`config.mk`:
```
export PLATFORM = sky130hd
export DESIGN_NAME = m68k_bus_initiator
export DESIGN_NICKNAME = d
export VERILOG_FILES = /design/src/rtl/z2_bus_pkg.sv /design/src/rtl/dtack_sync.sv /design/src/rtl/m68k_bus_initiator.sv
export SDC_FILE = /design/constraint.sdc
export NUM_CORES = 1
export LEC_CHECK = 0
export ABC_AREA = 0
export CAP_MARGIN = 20
export CORE_ASPECT_RATIO = 0.6
export CORE_MARGIN = 2
export CORE_UTILIZATION = 48
export CTS_CLUSTER_DIAMETER = 80
export CTS_CLUSTER_SIZE = 16
export DETAILED_ROUTE_END_ITERATION = 8
export GPL_ROUTABILITY_DRIVEN = 0
export PLACE_DENSITY_LB_ADDON = 0.15
export SYNTH_ARGS = -nofsm -noshare
export SYNTH_HDL_FRONTEND = slang
export SYNTH_SLANG_ARGS = --single-unit
```
`constraint.sdc`:
```
create_clock -name CLK -period 2.3 [get_ports CLK]
set_clock_uncertainty 0.15 [all_clocks]
set_input_delay 0.46 -clock CLK [delete_from_list [all_inputs] [get_ports CLK]]
set_output_delay 0.46 -clock CLK [all_outputs]
set_load 0.01 [all_outputs]
```
`src/rtl/z2_bus_pkg.sv`:
```
// Shared definitions for the Z2-space 68000-style bus initiator.
// Contents: FSM state enum, request payload struct, lane encodings
// ({UDS, LDS} active-high), timeout counter width and default timeout.
package z2_bus_pkg;

  localparam int unsigned ADDR_W             = 24;
  localparam int unsigned DATA_W             = 16;
  localparam int unsigned CNT_W              = 8;
  localparam int unsigned TIMEOUT_CYCLES_DEF = 64;

  typedef enum logic [2:0] {
    ST_IDLE   = 3'd0,
    ST_ADDR   = 3'd1,
    ST_ASSERT = 3'd2,
    ST_DSW    = 3'd3,
    ST_WAIT   = 3'd4,
    ST_LATCH  = 3'd5,
    ST_END    = 3'd6
  } bus_state_e;

  typedef struct packed {
    logic [ADDR_W-1:0] addr;
    logic              rw;        // 1 = read
    logic              byte_acc;  // 1 = byte access
    logic [DATA_W-1:0] wdata;
  } bus_req_t;

  // Lane enables as {uds, lds}, active-high.
  localparam logic [1:0] LANE_WORD  = 2'b11;
  localparam logic [1:0] LANE_UPPER = 2'b10;  // even byte, D[15:8]
  localparam logic [1:0] LANE_LOWER = 2'b01;  // odd byte, D[7:0]

  // Select data strobes from access size and address bit 0.
  function automatic logic [1:0] lane_sel(input logic byte_acc, input logic a0);
    if (!byte_acc) begin
      return LANE_WORD;
    end
    return a0 ? LANE_LOWER : LANE_UPPER;
  endfunction

endpackage

```
`src/rtl/dtack_sync.sv`:
```
// Multi-stage synchronizer for the asynchronous, active-low DTACK_n input.
// All stages reset to 1 (negated).
// Ports: clk, rst_n (async active-low), async_n (raw DTACK_n),
//        sync_n (synchronized DTACK_n).
module dtack_sync #(
  parameter int unsigned STAGES = 2
) (
  input  logic clk,
  input  logic rst_n,
  input  logic async_n,
  output logic sync_n
);

  logic [STAGES-1:0] ff_q;

  // Shift chain; oldest sample at the MSB.
  always_ff @(posedge clk or negedge rst_n) begin
    if (!rst_n) begin
      ff_q <= '1;
    end else begin
      ff_q <= {ff_q[STAGES-2:0], async_n};
    end
  end

  assign sync_n = ff_q[STAGES-1];

endmodule

```
`src/rtl/m68k_bus_initiator.sv`:
```
// 68000-style asynchronous bus cycle initiator for the Z2 memory bus.
// Accepts one request over REQ/ACK, runs an AS_n/UDS_n/LDS_n/RW_n cycle,
// terminates on synchronized DTACK_n (or a timeout that flags BERR) and
// reports completion with a DONE pulse carrying RDATA/BERR.
// Every output is registered: the action of each state appears on the
// outputs in the cycle after that state.
// Ports:
//   CLK, RESET_n                     clock, async active-low reset
//   REQ, REQ_ADDR, REQ_RW, REQ_BYTE, REQ_WDATA   request (hold until ACK)
//   ACK, DONE, RDATA, BERR           handshake / completion
//   A, D_OUT, D_OE, D_IN             bus address and data
//   AS_n, UDS_n, LDS_n, RW_n, DTACK_n bus control
//   RAM_ACCESS                       fastram decode hit
// Build option: INTERNAL_DTACK_EN -- RAM_ACCESS terminates WAIT like DTACK.
module m68k_bus_initiator
  import z2_bus_pkg::*;
#(
  parameter int unsigned TIMEOUT_CYCLES    = TIMEOUT_CYCLES_DEF,
  parameter int unsigned DTACK_SYNC_STAGES = 2
) (
  input  logic        CLK,
  input  logic        RESET_n,
  input  logic        REQ,
  input  logic [23:0] REQ_ADDR,
  input  logic        REQ_RW,
  input  logic        REQ_BYTE,
  input  logic [15:0] REQ_WDATA,
  output logic        ACK,
  output logic        DONE,
  output logic [15:0] RDATA,
  output logic        BERR,
  output logic [22:0] A,
  output logic [15:0] D_OUT,
  output logic        D_OE,
  input  logic [15:0] D_IN,
  output logic        AS_n,
  output logic        UDS_n,
  output logic        LDS_n,
  output logic        RW_n,
  input  logic        DTACK_n,
  input  logic        RAM_ACCESS
);

  localparam logic [CNT_W-1:0] TIMEOUT_LIM = CNT_W'(TIMEOUT_CYCLES);

  bus_state_e        state_q, state_d;
  bus_req_t          req_q, req_d;
  logic [CNT_W-1:0]  cnt_q, cnt_d, cnt_inc;
  logic              err_q, err_d;
  logic              ack_d, done_d, berr_d;
  logic              as_n_d, uds_n_d, lds_n_d, rw_n_d, d_oe_d;
  logic [15:0]       rdata_d, d_out_d;
  logic [22:0]       a_d;
  logic [1:0]        lane;
  logic              dtack_sync_n;
  logic              term;
  logic              timeout_hit;

  dtack_sync #(
    .STAGES (DTACK_SYNC_STAGES)
  ) u_dtack_sync (
    .clk     (CLK),
    .rst_n   (RESET_n),
    .async_n (DTACK_n),
    .sync_n  (dtack_sync_n)
  );

  // Cycle termination source.
`ifdef INTERNAL_DTACK_EN
  assign term = !dtack_sync_n || RAM_ACCESS;
`else
  logic unused_ram_access;
  assign unused_ram_access = RAM_ACCESS;
  assign term = !dtack_sync_n;
`endif

  assign lane        = lane_sel(req_q.byte_acc, req_q.addr[0]);
  assign cnt_inc     = cnt_q + CNT_W'(1);
  assign timeout_hit = (cnt_inc == TIMEOUT_LIM);

  // State and registered outputs.
  always_ff @(posedge CLK or negedge RESET_n) begin
    if (!RESET_n) begin
      state_q <= ST_IDLE;
      req_q   <= '0;
      cnt_q   <= '0;
      err_q   <= 1'b0;
      ACK     <= 1'b0;
      DONE    <= 1'b0;
      BERR    <= 1'b0;
      RDATA   <= '0;
      A       <= '0;
      D_OUT   <= '0;
      D_OE    <= 1'b0;
      AS_n    <= 1'b1;
      UDS_n   <= 1'b1;
      LDS_n   <= 1'b1;
      RW_n    <= 1'b1;
    end else begin
      state_q <= state_d;
      req_q   <= req_d;
      cnt_q   <= cnt_d;
      err_q   <= err_d;
      ACK     <= ack_d;
      DONE    <= done_d;
      BERR    <= berr_d;
      RDATA   <= rdata_d;
      A       <= a_d;
      D_OUT   <= d_out_d;
      D_OE    <= d_oe_d;
      AS_n    <= as_n_d;
      UDS_n   <= uds_n_d;
      LDS_n   <= lds_n_d;
      RW_n    <= rw_n_d;
    end
  end

  // Next-state logic; DTACK beats the timeout when both occur together.
  always_comb begin
    state_d = state_q;
    case (state_q)
      ST_IDLE:   if (REQ) state_d = ST_ADDR;
      ST_ADDR:   state_d = ST_ASSERT;
      ST_ASSERT: state_d = req_q.rw ? ST_WAIT : ST_DSW;
      ST_DSW:    state_d = ST_WAIT;
      ST_WAIT: begin
        if (term) begin
          state_d = ST_LATCH;
        end else if (timeout_hit) begin
          state_d = ST_END;
        end
      end
      ST_LATCH:  state_d = ST_END;
      ST_END:    state_d = ST_IDLE;
      default:   state_d = ST_IDLE;
    endcase
  end

  // Output / datapath next values.
  always_comb begin
    req_d   = req_q;
    cnt_d   = cnt_q;
    err_d   = err_q;
    ack_d   = 1'b0;
    done_d  = 1'b0;
    berr_d  = BERR;
    rdata_d = RDATA;
    a_d     = A;
    d_out_d = D_OUT;
    d_oe_d  = D_OE;
    as_n_d  = AS_n;
    uds_n_d = UDS_n;
    lds_n_d = LDS_n;
    rw_n_d  = RW_n;
    case (state_q)
      ST_IDLE: begin
        rw_n_d = 1'b1;
        d_oe_d = 1'b0;
        if (REQ) begin
          ack_d = 1'b1;
          req_d = '{addr: REQ_ADDR, rw: REQ_RW, byte_acc: REQ_BYTE, wdata: REQ_WDATA};
        end
      end
      ST_ADDR: begin
        a_d    = req_q.addr[23:1];
        rw_n_d = req_q.rw;
        cnt_d  = '0;
        err_d  = 1'b0;
        if (!req_q.rw) begin
          d_out_d = req_q.wdata;
        end
      end
      ST_ASSERT: begin
        as_n_d = 1'b0;
        if (req_q.rw) begin
          uds_n_d = !lane[1];
          lds_n_d = !lane[0];
        end else begin
          d_oe_d = 1'b1;
        end
      end
      ST_DSW: begin
        uds_n_d = !lane[1];
        lds_n_d = !lane[0];
      end
      ST_WAIT: begin
        if (!term) begin
          cnt_d = cnt_inc;
          if (timeout_hit) begin
            err_d = 1'b1;
          end
        end
      end
      ST_LATCH: begin
        if (req_q.rw) begin
          rdata_d = D_IN;
        end
      end
      ST_END: begin
        as_n_d  = 1'b1;
        uds_n_d = 1'b1;
        lds_n_d = 1'b1;
        done_d  = 1'b1;
        berr_d  = err_q;
        if (err_q) begin
          rdata_d = '0;
        end
      end
      default: ;
    endcase
  end

endmodule

```
==> impl_results.md <==
* Commonest non-fill, non-tap cell in the layout: clkdlybuf4s50_1
* Mux cell area share after synthesis at about 19%
* First-pass GRT wire length at around 17000 um
* N_diodes at 0
* All-Layer GR Usage at 21.2%
* Worst-skew pair later-pin latency at 0.40 ns
* Number of global-route vias before repair at 3298
* Detail Route Antenna Nets at 0
* Crit end category: flop
* Slew of the pin with the lowest slew margin at 0.636 ns
* IO buf count at 124
* Filler Cell Count at 656
* Cts repair resizes at 0
* Slew margin rel. at between 50 and 60%
* Ranking of synthesized cells by area: dfrtp_1 (60%), mux2_2 (16%), dfstp_2 (3.3%), a22o_1 (3.0%), mux2_1 (2.9%)
* Largest family of logic cells by synthesized area: multiplexers
* FF+latch area at 2990 sq um
* Clock Power Share at 25.4%
* Root buffer cell: clkbuf_16
* Initial core utilization at 50.3%
* Leading cell types in the layout, fill and taps excluded: clkdlybuf4s50_1 (123), dfrtp_1 (113), mux2_2 (68), clkbuf_16 (17)
* Synthesized flop and latch total at 119
* Crit Path Class: reg -> reg
* Minimum clock period at 2.09 ns
* Crit path buf inv count at 1
* Worst Path Arrival at 2.20 ns
* Layout cell share with drive strength beyond 1 at 24.8%
* Max Root-Sink Buffers at 2
* PwrDens at 1410 nW/um^2
* Top-area cell type share of the netlist area at between 60% and 70%
* Critical Path Source Type: flop
* Leak pwr at 2.84 nW
* Antenna violations before repair at 0
* Drt pass-1 iters at 4
* Fin nets at 521
* Core ar. at 9360 sq um
* Post-synthesis simple-gate area fraction at 5.74%
* Top Ports at about 130
* Inserted Clock Buffers at 17
* Fmax at 0.479 GHz
* Status: complete, no violations
* Number of synthesis warnings at 0
* Final setup vio count at 0
* Max incr delay on CP at 0.63 ns
* Cell count after synthesis at 320
* Critical-path top delay cell: dfrtp_1
* Final worst path period share at about nine tenths
* CP max FO at 25
* Endpoints failing hold at 0
* Critical Path RT at between 2 and 2.5 ns
* Post-detail-place hpwl at 7080 um
* Die Ht at between 80 and 90 um
* Max IR drop VDD at 0.954 mV
* Gate power share at 35.2%
* Setup TNS at 0 ns
* Area delta synth->final at 41.7%
* Syn Area/Cell at 14.7 sq um
* Post-synthesis adder-cell area fraction at 0.266%
* Synth Area in Compound Gates at 8.13%
* Post-Syn Nets at 384
* Rows at 27
* Mapped cell area at 4710 sq um
* Post-Synth XOR/XNOR Area at 0%
* Die area at approximately 11000 sq um
* RSZ-0062 raised after global routing: no
* Multi-input logic area at 1580 sq um
* Vias per cell at between 5 and 6
* Setup WS post-layout at 0.211 ns
* CP delay by family, top: flip-flops
* Cts hold-fix bufs at 1
* Grt ovf at 0
* Ys async rst share at 100%
* Final WL at slightly above 10000 um
* Largest net degree at the start of global routing at 47
* Switch Pwr at approximately 2.7 mW
* Post-synth EDFFs at 0
* Post-synthesis cell type count at 47
* Max cap viols at 0
* Post-CTS setup buffers at 0
* Setup WS pre-CTS at 0.111 ns
* DR WL/cell at 17.4 um
* Via count at 3102
* Area leader, netlist: dfrtp_1
* Hold Path Class: reg -> reg
* Dominant synthesized flop cell: dfrtp_1
* # DRC at 0
* Die Width at 132 um
* Clock Sink Count at 119
* Seq/Total Area, Yosys at a little under two thirds
* Sequential share of power at 39.4%
* Int Power at around 6.7 mW
* TritonCTS clock tree: done
* Initial drt markers at 151
* Clk slew on worst S/H paths at 0.05 ns
* Tot Pwr at 9.40 mW
* Final Util at between 70% and 80%
* Final max-slew violation count at 0
* CP Cell Sequence: nor3b_4 > buf_4 > nor2_1 > o21ai_0 > o31ai_1
* Sw Ratio at between 20 and 30%
* # H-tree levels at 4
cells in the mapped netlist (3+ instances only):
| library cell | n |
|---|---|
| buf_2 | 5 |
| nor2b_1 | 3 |
| mux2_1 | 12 |
| a22o_1 | 16 |
| nand3_1 | 4 |
| a21oi_1 | 4 |
| a22oi_1 | 3 |
| o21ai_0 | 16 |
| nor2_1 | 5 |
| nand2b_1 | 3 |
| inv_1 | 3 |
| mux2_2 | 68 |
| nand2_1 | 14 |
| dfstp_2 | 6 |
| o31ai_1 | 3 |
| dfrtp_1 | 113 |
| buf_6 | 7 |
| clkbuf_1 | 3 |
layer usage:
| metal | vias to the layer above | GRT usage (%) | part of all wire [%] |
|---|---|---|---|
| met3 | 13 | 9.36 | 8.2 |
| met5 | - | 0 | 0 |
| met4 | 0 | 6.74 | 1.1 |
| met2 | 100 | 32.3 | 46 |
| li1 | 1435 | - | - |
| met1 | 1554 | 27.5 | 45 |
per-stage QoR:
stage	hold slack, ns	instances	instance area (sq um)
finish	0.209	597	6670
global route	0.205	597	6670
CTS	0.208	597	6670
detailed placement	0.203	567	6120
global placement	0.197	567	6120
floorplan	0.0144	320	4710
power groups by stage:
stage	sequential, mW	clock (mW)	combinational [mW]
2_1_floorplan	3.80	0	1.60
5_1_grt	3.83	2.55	3.57
3_5_place_dp	3.72	0	3.34
4_1_cts	3.71	2.45	3.37
3_3_place_gp	3.64	0	3.24
6_report	3.70	2.39	3.31
path summary, 6_finish.rpt:
kind | start | cells past startpoint | slack (ns) | end
setup / recovery | state_q[0]$_DFFE_PN0P_ | 5 | 0.21 | cnt_q[5]$_DFFE_PN0P_
max in group asynchronous | RESET_n | 3 | 0.88 | LDS_n$_DFFE_PN1P_
hold / removal | u_dtack_sync.ff_q[0]$_DFF_PN1_ | 0 | 0.21 | u_dtack_sync.ff_q[1]$_DFF_PN1_
setup reg to reg | state_q[0]$_DFFE_PN0P_ | 5 | 0.21 | cnt_q[5]$_DFFE_PN0P_
hold reg to reg | u_dtack_sync.ff_q[0]$_DFF_PN1_ | 0 | 0.21 | u_dtack_sync.ff_q[1]$_DFF_PN1_
min in group asynchronous | RESET_n | 2 | 0.48 | D_OUT[13]$_DFFE_PN0P_
layout make-up:
class / count / area share [%]
inverters: 5 / 0.337
repair buffers: 135 / 20.8
well taps: 130 / 2.44
flip-flops and latches: 119 / 44.7
clock inverters: 4 / 0.675
clock buffers: 25 / 7.42
multi-input cells: 179 / 23.6
registers in the layout, summed over array words and instances, names as in the netlist:
signal	count
req_q	42
UDS_n	1
LDS_n	1
DONE	1
u_dtack_sync.ff_q	2
err_q	1
RW_n	1
D_OE	1
D_OUT	16
ACK	1
BERR	1
AS_n	1
state_q	3
A	23
cnt_q	8
RDATA	16
worst reg2reg max path, stage by stage, from the launching register on:
cell,delay (ns)
dfrtp_1,0.63
nor3b_4,0.28
buf_4,0.37
nor2_1,0.18
o21ai_0,0.23
o31ai_1,0.12
logic make-up after synthesis:
group / Yosys count
fa+ha+maj: 1
flops: 119
mux: 81
simple gates: 44
compound gates: 53
buf+inv: 22
(Power assumes the default switching activity.)
